## src/rtl/hex_seg7_pkg.sv

```systemverilog
// hex_seg7_pkg
// Shared constants for the 6-digit hex 7-segment scanner.
//   NUM_DIGITS : number of scanned digits (fixed)
//   SEG_OFF    : all segments dark (active-low)
//   SEL_OFF    : all digit selects inactive (active-low)
//   GLYPH      : hex nibble -> seg[6:0] (a..g), 0 = lit
package hex_seg7_pkg;

   typedef logic [6:0] seg_t;
   typedef logic [5:0] sel_t;

   localparam int unsigned NUM_DIGITS = 6;
   localparam seg_t        SEG_OFF    = 7'h7F;
   localparam sel_t        SEL_OFF    = 6'h3F;

   localparam seg_t GLYPH [16] = '{
      7'h01, 7'h4F, 7'h12, 7'h06, 7'h4C, 7'h24, 7'h20, 7'h0F,
      7'h00, 7'h04, 7'h08, 7'h60, 7'h31, 7'h42, 7'h30, 7'h38
   };

   function automatic seg_t glyph(input logic [3:0] hex);
      return GLYPH[hex];
   endfunction

endpackage

```

## src/rtl/hex_to_seg7.sv

```systemverilog
// hex_to_seg7
// Combinational hex-nibble to common-anode 7-segment glyph decoder.
// Ports:
//   hex   in  4  nibble to decode
//   blank in  1  force all segments dark (honoured only with SEG7_BLANK_EN)
//   seg   out 7  active-low segments, seg[6]=a .. seg[0]=g
// Build option: `define SEG7_BLANK_EN to enable blanking.
module hex_to_seg7
   import hex_seg7_pkg::*;
(
   input  logic [3:0] hex,
   input  logic       blank,
   output logic [6:0] seg
);

`ifdef SEG7_BLANK_EN
   always_comb begin
      seg = glyph(hex);
      if (blank) seg = SEG_OFF;
   end
`else
   logic w_unused_blank;
   assign w_unused_blank = blank;

   always_comb begin
      seg = glyph(hex);
   end
`endif

endmodule

```

## src/rtl/hex_seg7_scan6.sv

```systemverilog
// hex_seg7_scan6
// Time-multiplexed driver for a 6-digit common-anode 7-segment display.
// Each digit is lit for SCAN_DIV clocks; outputs are registered and lag
// the digit index by one cycle.
// Ports:
//   CLK    in  1  system clock, rising edge
//   RESET  in  1  synchronous active-low reset
//   d0..d5 in  8  digit values (low nibble decoded; bit 7 blanks with
//                 SEG7_BLANK_EN)
//   seg    out 7  active-low segments, seg[6]=a .. seg[0]=g
//   sel    out 6  active-low digit selects, sel[0]=DIG1 .. sel[5]=DIG6
// Build option: `define SEG7_BLANK_EN to enable per-digit blanking.
module hex_seg7_scan6 #(
   parameter int unsigned SCAN_DIV = 50000
) (
   input  logic       CLK,
   input  logic       RESET,
   input  logic [7:0] d0,
   input  logic [7:0] d1,
   input  logic [7:0] d2,
   input  logic [7:0] d3,
   input  logic [7:0] d4,
   input  logic [7:0] d5,
   output logic [6:0] seg,
   output logic [5:0] sel
);
   import hex_seg7_pkg::*;

   localparam int unsigned     CNT_W    = (SCAN_DIV > 1) ? $clog2(SCAN_DIV) : 1;
   localparam logic [CNT_W-1:0] CNT_LAST = CNT_W'(SCAN_DIV - 1);
   localparam logic [2:0]       IDX_LAST = 3'(NUM_DIGITS - 1);

   logic [CNT_W-1:0] r_cnt;
   logic [2:0]       r_idx;
   logic [6:0]       r_seg;
   logic [5:0]       r_sel;

   logic [7:0]       w_dig;
   logic [6:0]       w_seg;
   logic             w_unused_hi;

   always_comb begin
      w_dig = d0;
      case (r_idx)
         3'd1:    w_dig = d1;
         3'd2:    w_dig = d2;
         3'd3:    w_dig = d3;
         3'd4:    w_dig = d4;
         3'd5:    w_dig = d5;
         default: w_dig = d0;
      endcase
   end

   assign w_unused_hi = ^w_dig[6:4];

   hex_to_seg7 u_dec (
      .hex   (w_dig[3:0]),
      .blank (w_dig[7]),
      .seg   (w_seg)
   );

   always_ff @(posedge CLK) begin
      if (!RESET) begin
         r_cnt <= '0;
         r_idx <= '0;
         r_sel <= SEL_OFF;
         r_seg <= SEG_OFF;
      end else begin
         if (r_cnt == CNT_LAST) begin
            r_cnt <= '0;
            r_idx <= (r_idx == IDX_LAST) ? 3'd0 : r_idx + 3'd1;
         end else begin
            r_cnt <= r_cnt + CNT_W'(1);
         end
         // Outputs use the pre-update index, so they trail r_idx by one edge.
         r_sel <= ~(6'b000001 << r_idx);
         r_seg <= w_seg;
      end
   end

   assign seg = r_seg;
   assign sel = r_sel;

endmodule

```

## config.mk

```make
export PLATFORM = sky130hd
export DESIGN_NAME = hex_seg7_scan6
export DESIGN_NICKNAME = d
export VERILOG_FILES = /design/src/rtl/hex_seg7_pkg.sv /design/src/rtl/hex_to_seg7.sv /design/src/rtl/hex_seg7_scan6.sv
export SDC_FILE = /design/constraint.sdc
export NUM_CORES = 1
export LEC_CHECK = 0
export ABC_AREA = 1
export CORE_ASPECT_RATIO = 1.2
export CORE_UTILIZATION = 46
export DETAILED_ROUTE_END_ITERATION = 6
export PLACE_DENSITY = 0.89
export SYNTH_ARGS = -nofsm -noshare
export SYNTH_HDL_FRONTEND = slang
export SYNTH_HIERARCHICAL = 1
export SYNTH_SLANG_ARGS = --single-unit
```

## constraint.sdc

```tcl
create_clock -name CLK -period 2.3 [get_ports CLK]
set_input_delay 0.46 -clock CLK [delete_from_list [all_inputs] [get_ports CLK]]
set_output_delay 0.46 -clock CLK [all_outputs]
set_load 0.1 [all_outputs]
```

==> metrics.md, run 1 <==
| Metric | Value |
|---|---|
| Status | `complete, no violations` |
| Kind of critical path | `reg2reg` |
| Lkg Pwr | `1.02 nW` |
| Fin crit share | `95.8%` |
| Global-route wire length before repair | `6820 um` |
| Global route hottest layer | `met2` |
| Wirelength, routed | `4170 um` |
| IO Pins | `63` |
| Clock power frac | `36.7%` |
| Critical R2R Launch | `r_idx[2]` |
| Die width | `59.9 um` |
| Gr usage total | `21.3%` |
| Antenna Nets Post-Route | `0` |
| VDD IR-drop max | `267 uV` |
| Number of synthesis warnings | `6` |
| Layout cells sized above 1 | `20.6%` |
| Worst slew pin tran | `0.445 ns` |
| Initial antenna violation count | `0` |
| Cells after Synth | `271` |
| Syn_nets | `330` |
| Worst slew margin | `70.3%` |
| Total internal power | `0.922 mW` |
| Core area | `3750 um2` |
| Reg2Reg Depth | `13` |
| Via Count | `1,842` |
| Starting Density | `49.3%` |
| Root Driver | `clkbuf_8` |
| Comb power frac | `17.8%` |
| Worst R2R End | `seg[3]` |
| CTS tree | `yes` |
| RSZ-0062 raised after global routing | `yes` |
| Fillers | `320` |
| Post-layout net count | `384` |
| N_diodes | `0` |
| Clock Latency Late Sink | `0.28 ns` |
| Drt drc | `0` |
| DP HPWL | `3170 um` |
| Worst setup SP type | `flop` |
| Gr ovfl total | `0` |
| Placer congestion estimate | `0.822` |
| IO buf count | `38` |
| Worst slack, placed | `-0.0137 ns` |
| Max-Cap Viols | `0` |
| Met3 GRT Util | `5.42%` |
| Die ar. | `4280 um2` |
| Clock slew seen by the registers of the worst setup and hold paths | `0.07 ns` |
| Die Y | `71.5 um` |
| CP Data Required Time | `2.46 ns` |
| Met2 global-route usage | `37.9%` |
| Flop pwr share | `45.5%` |
| Area growth syn-to-layout | `32.0%` |
| Worst Setup SP | `r_idx[2]` |
| Switching Share | `27.3%` |
| Final min period | `2.20 ns` |
| Worst Path Arrival | `2.37 ns` |
| Syn avg cell area | `6.83 um2` |
| Worst hold path class | `reg2reg` |
| Worst Clk Skew | `0.00648 ns` |
| CTS HTree Levels | `2` |
| Overall power | `1.27 mW` |
| P_sw | `0.346 mW` |
| Largest net degree at the start of global routing | `17` |
| Vias in the first global route | `1,636` |
| Drt wl/cell | `11.1 um` |
| Drt pass-1 iters | `5` |
| PD cells | `519 nW/um2` |
| Maximum clock path buffer count | `2` |
| Final WS setup | `0.0967 ns` |
| Floorplan row count | `24` |
| Hold_sp | `r_cnt[0]` |
| Worst-path fanout max | `5` |
| Iter 0 DRT Violations | `94` |
| DR vias/cell | `4.89` |
| Finish-stage setup viols | `0` |
| Slew Viols, Final | `0` |
| Num CTS Buffers | `5` |
| Hold depth | `1` |
| Synth Cell Area | `1850 um2` |
| Hold Violations, Final | `0` |
| Hold Path End | `r_cnt[0]` |
| Flop2flop setup slack | `0.1 ns` |
| Clock Sinks | `32` |
| Met1 global-route usage | `23.0%` |
| CP endpoint kind | `flop` |
| Max Clk Rate | `0.454 GHz` |
-- cell type report --
class / count / area (um2) / share of cell area (%)
well taps: 52 / 65.1 / 2.66
flip-flops and latches: 32 / 642 / 26.3
clock buffers: 7 / 96.3 / 3.94
multi-input cells: 199 / 1060 / 43.3
inverters: 36 / 135 / 5.53
repair buffers: 51 / 445 / 18.2
-- routing by layer --
metal	up-vias	wire length, um
met5	-	0
met4	0	91
met3	9	208
met2	60	2200
met1	815	1680
li1	958	-
-- cells in the final DEF, fill, tap and decap left out --
master / instances
nand3_2: 3
dfxtp_2: 1
o21ai_0: 2
a21boi_1: 4
nor2_1: 28
nor3_4: 1
clkdlybuf4s50_1: 25
a21oi_4: 1
a21oi_2: 2
o21ai_1: 2
ha_2: 1
nand4_1: 14
nand2_2: 1
clkinv_1: 1
or2_2: 9
a21oi_1: 8
xor2_1: 6
nand2_1: 84
nor2_4: 2
inv_2: 9
nand2_4: 1
clkbuf_8: 7
ha_1: 8
o21ai_2: 1
dfxtp_1: 31
inv_1: 26
buf_4: 26
nor2_2: 2
nand3_1: 19
-- timing repair --
| action | in CTS | in global routing |
|---|---|---|
| pin swaps | 1 | 2 |
| hold buffers | 0 | 0 |
| resized for setup | 0 | 4 |
| buffers inserted | 0 | 4 |
| setup endpoints to repair | 1 | 6 |
-- per-stage QoR --
step	hold slack [ns]	instance area [um2]	cells	util, %	TNS, ns
6_report	0.469	2440	377	65.1	0
5_1_grt	0.501	2440	377	65.1	-0.158
2_1_floorplan	0.430	1850	271	-	0
4_1_cts	0.468	2390	373	63.8	0
3_3_place_gp	0.445	2300	366	61.2	0
3_5_place_dp	0.453	2300	366	61.2	-0.0253
-- power by group through the flow --
stage          Combinational (mW)  Sequential, mW  Clock [mW]
5_1_grt                     0.240           0.578       0.502
3_3_place_gp                0.215           0.589           0
3_5_place_dp                0.219           0.589           0
4_1_cts                     0.220           0.577       0.471
2_1_floorplan              0.0642           0.668           0
6_report                    0.226           0.577       0.466
-- sequential cells by signal, indices dropped and copies added, names as in the netlist --
| name | count |
|---|---|
| r_cnt | 16 |
| seg | 7 |
| r_idx | 3 |
| sel | 6 |
-- worst max-delay path by stage --
stage                         to  slack [ns]  cells past startpoint
after floorplan           seg[3]        0.19                     11
after global placement    seg[3]        0.02                     10
after detailed placement  seg[5]       -0.01                      9
after CTS                 seg[6]       0.003                     12
after global routing      seg[3]       -0.08                     14
final                     seg[3]         0.1                     13
-- worst max-delay path, cell delays in order (launching register included) --
cell     delay (ns)
dfxtp_2        0.38
inv_2          0.05
buf_4          0.16
nor3_4         0.18
nand2_1        0.07
nand2_1        0.06
inv_1          0.04
nand4_1        0.17
inv_1          0.15
ha_1           0.35
nand2_1        0.07
nand3_1        0.08
nand2_1        0.05
or2_2          0.28
Power figures use the tool's default switching activity.
==> inputs of run 2 (changes only) <==
--- a/config.mk
+++ b/config.mk
@@ -7,9 +7,10 @@
 export LEC_CHECK = 0
 export ABC_AREA = 1
 export CORE_ASPECT_RATIO = 1.2
-export CORE_UTILIZATION = 46
+export CORE_MARGIN = 2
+export CORE_UTILIZATION = 45
 export DETAILED_ROUTE_END_ITERATION = 6
-export PLACE_DENSITY = 0.89
+export PLACE_DENSITY = 0.88
 export SYNTH_ARGS = -nofsm -noshare
 export SYNTH_HDL_FRONTEND = slang
 export SYNTH_HIERARCHICAL = 1
==> metrics.md, run 2 (synthesized netlist as in run 1, its figures left out) <==
| Metric | Value |
|---|---|
| Die width | `62.5 um (was 59.9 um)` |
| CTS HTree Levels | `2 (unchanged)` |
| Worst R2R End | `seg[3] (unchanged)` |
| Hold_buf cts | `0 (unchanged)` |
| Post-layout net count | `378 (was 384)` |
| IO buf count | `38 (unchanged)` |
| Lkg Pwr | `0.976 nW (was 1.02 nW)` |
| Worst-path fanout max | `5 (unchanged)` |
| Clock slew seen by the registers of the worst setup and hold paths | `0.07 ns (about the same)` |
| Slew Viols, Final | `0 (unchanged)` |
| Hold_sp | `r_cnt[0] (unchanged)` |
| Commonest non-fill, non-tap cell in the layout | `nand2_1 (unchanged)` |
| Status | `complete, no violations (unchanged)` |
| DR vias/cell | `4.86 (was 4.89)` |
| Worst Path Arrival | `2.33 ns (was 2.37 ns)` |
| Final min period | `2.16 ns (was 2.20 ns)` |
| Worst slew pin tran | `0.421 ns (was 0.445 ns)` |
| Global-route wire length before repair | `6420 um (was 6820 um)` |
| CTS tree | `yes (unchanged)` |
| DP HPWL | `3020 um (was 3170 um)` |
| Drt drc | `0 (unchanged)` |
| Maximum clock path buffer count | `2 (unchanged)` |
| CP endpoint kind | `flop (unchanged)` |
| Clock Latency Late Sink | `0.28 ns (about the same)` |
| Num CTS Buffers | `5 (unchanged)` |
| Fillers | `368 (was 320)` |
| Clock Sinks | `32 (unchanged)` |
| Overall power | `1.22 mW (was 1.27 mW)` |
| Kind of critical path | `reg2reg (unchanged)` |
| Final core occ | `60.7% (was 65.1%)` |
| Floorplan row count | `25 (was 24)` |
| Gr usage total | `17.3% (was 21.3%)` |
| Wirelength, routed | `3910 um (was 4170 um)` |
| Critical R2R Launch | `r_idx[2] (unchanged)` |
| Drt pass-1 iters | `4 (was 5)` |
| Reg2Reg Depth | `11 (was 13)` |
| Worst setup SP type | `flop (unchanged)` |
| Final WS setup | `0.136 ns (was 0.0967 ns)` |
| Vias in the first global route | `1,640 (was 1,636)` |
| Layout cells sized above 1 | `19.7% (was 20.6%)` |
| Core area | `3940 um2 (was 3750 um2)` |
| Most frequent cells in the layout | `84 x nand2_1, 30 x dfxtp_1, 28 x nor2_1 (was 84 x nand2_1, 31 x dfxtp_1, 28 x nor2_1)` |
| Die ar. | `4640 um2 (was 4280 um2)` |
| Hold depth | `1 (unchanged)` |
| Starting Density | `47.0% (was 49.3%)` |
| Largest net degree at the start of global routing | `17 (unchanged)` |
| Area growth syn-to-layout | `29.3% (was 32.0%)` |
| Fin crit share | `94.1% (was 95.8%)` |
| Worst slack, placed | `-0.0455 ns (was -0.0137 ns)` |
| Gr ovfl total | `0 (unchanged)` |
| Max Clk Rate | `0.462 GHz (was 0.454 GHz)` |
| Initial antenna violation count | `0 (unchanged)` |
| RSZ-0062 raised after global routing | `no (was yes)` |
| Max-Cap Viols | `0 (unchanged)` |
| IO Pins | `63 (unchanged)` |
| Antenna Nets Post-Route | `0 (unchanged)` |
| Hold Path End | `r_cnt[0] (unchanged)` |
| Iter 0 DRT Violations | `83 (was 94)` |
| VDD IR-drop max | `244 uV (was 267 uV)` |
| Die Y | `74.2 um (was 71.5 um)` |
| Worst Clk Skew | `0.00980 ns (was 0.00648 ns)` |
| CP Data Required Time | `2.47 ns (was 2.46 ns)` |
| Top reg by flops | `r_cnt (unchanged)` |
| Via Count | `1,817 (was 1,842)` |
| Hold Violations, Final | `0 (unchanged)` |
| Finish-stage setup viols | `0 (unchanged)` |
| Drt wl/cell | `10.4 um (was 11.1 um)` |
| Worst hold path class | `reg2reg (unchanged)` |
| Largest register FFs | `16 (unchanged)` |
| Final TNS setup | `0 ns (unchanged)` |
| N_diodes | `0 (unchanged)` |
| Placer congestion estimate | `0.896 (was 0.822)` |
| PD cells | `510 nW/um2 (was 519 nW/um2)` |
| Worst slew margin | `71.8% (was 70.3%)` |
| Flop2flop setup slack | `0.14 ns (was 0.1 ns)` |
| Root Driver | `clkbuf_8 (unchanged)` |
## run 2: how the worst max path moves through the flow
stage | cells past startpoint | to | slack (ns) | from
floorplan | 11 | seg[3] | 0.19 | r_idx[2]
global placement | 10 | seg[3] | 0.02 | d3[0]
detailed placement | 11 | seg[3] | -0.05 | d4[0]
CTS | 11 | seg[3] | 0.02 | r_idx[2]
global route | 12 | seg[3] | 0.01 | r_idx[0]
finish | 11 | seg[3] | 0.14 | r_idx[2]
## run 2: through the flow
stage	std cells	instance area, um2	hold slack [ns]
2_1_floorplan	271	1850	0.430
4_1_cts	374	2370	0.466
3_3_place_gp	365	2280	0.446
6_report	374	2390	0.464
5_1_grt	374	2390	0.488
3_5_place_dp	365	2280	0.453
## run 2: report_power, final
group,internal [mW],switching (mW)
logic,0.0817,0.137
registers,0.569,0.00721
clock network,0.215,0.210
total,0.866,0.354
## run 2: per-layer routing
layer / vias to the layer above / share of wire, % / wire length, um / GRT usage (%)
li1: 947 / - / - / -
met5: - / 0 / 0 / 0
met4: 0 / 2.7 / 104 / 8.89
met2: 54 / 52 / 2030 / 33.5
met1: 805 / 41 / 1610 / 17.4
met3: 11 / 4.4 / 171 / 4.24
## run 2: final cells by class
type | instances | area [um2] | share of cell area [%]
clock buffers | 6 | 72.6 | 3.03
flip-flops and latches | 32 | 643 | 26.9
multi-input cells | 199 | 1060 | 44.2
repair buffers | 45 | 400 | 16.7
clock inverters | 2 | 16.3 | 0.680
inverters | 36 | 135 | 5.65
well taps | 54 | 67.6 | 2.82
## run 2: what timing repair did
action                                  CTS  global route
setup buffers                             1             0
pin swaps                                 1             0
endpoints found under the setup margin    1             6
gates resized for setup                   0             6
gates cloned                              0             0
## run 2: critical path, cell delays in order (launching register included)
cell and delay [ns]:
dfxtp_2 0.38, inv_2 0.08, ha_2 0.23, a21oi_4 0.15, nand4_1 0.10, nand4_1 0.15, inv_1 0.12, ha_1 0.33
nand2_1 0.07, nand3_1 0.09, nand2_1 0.05, or2_2 0.28
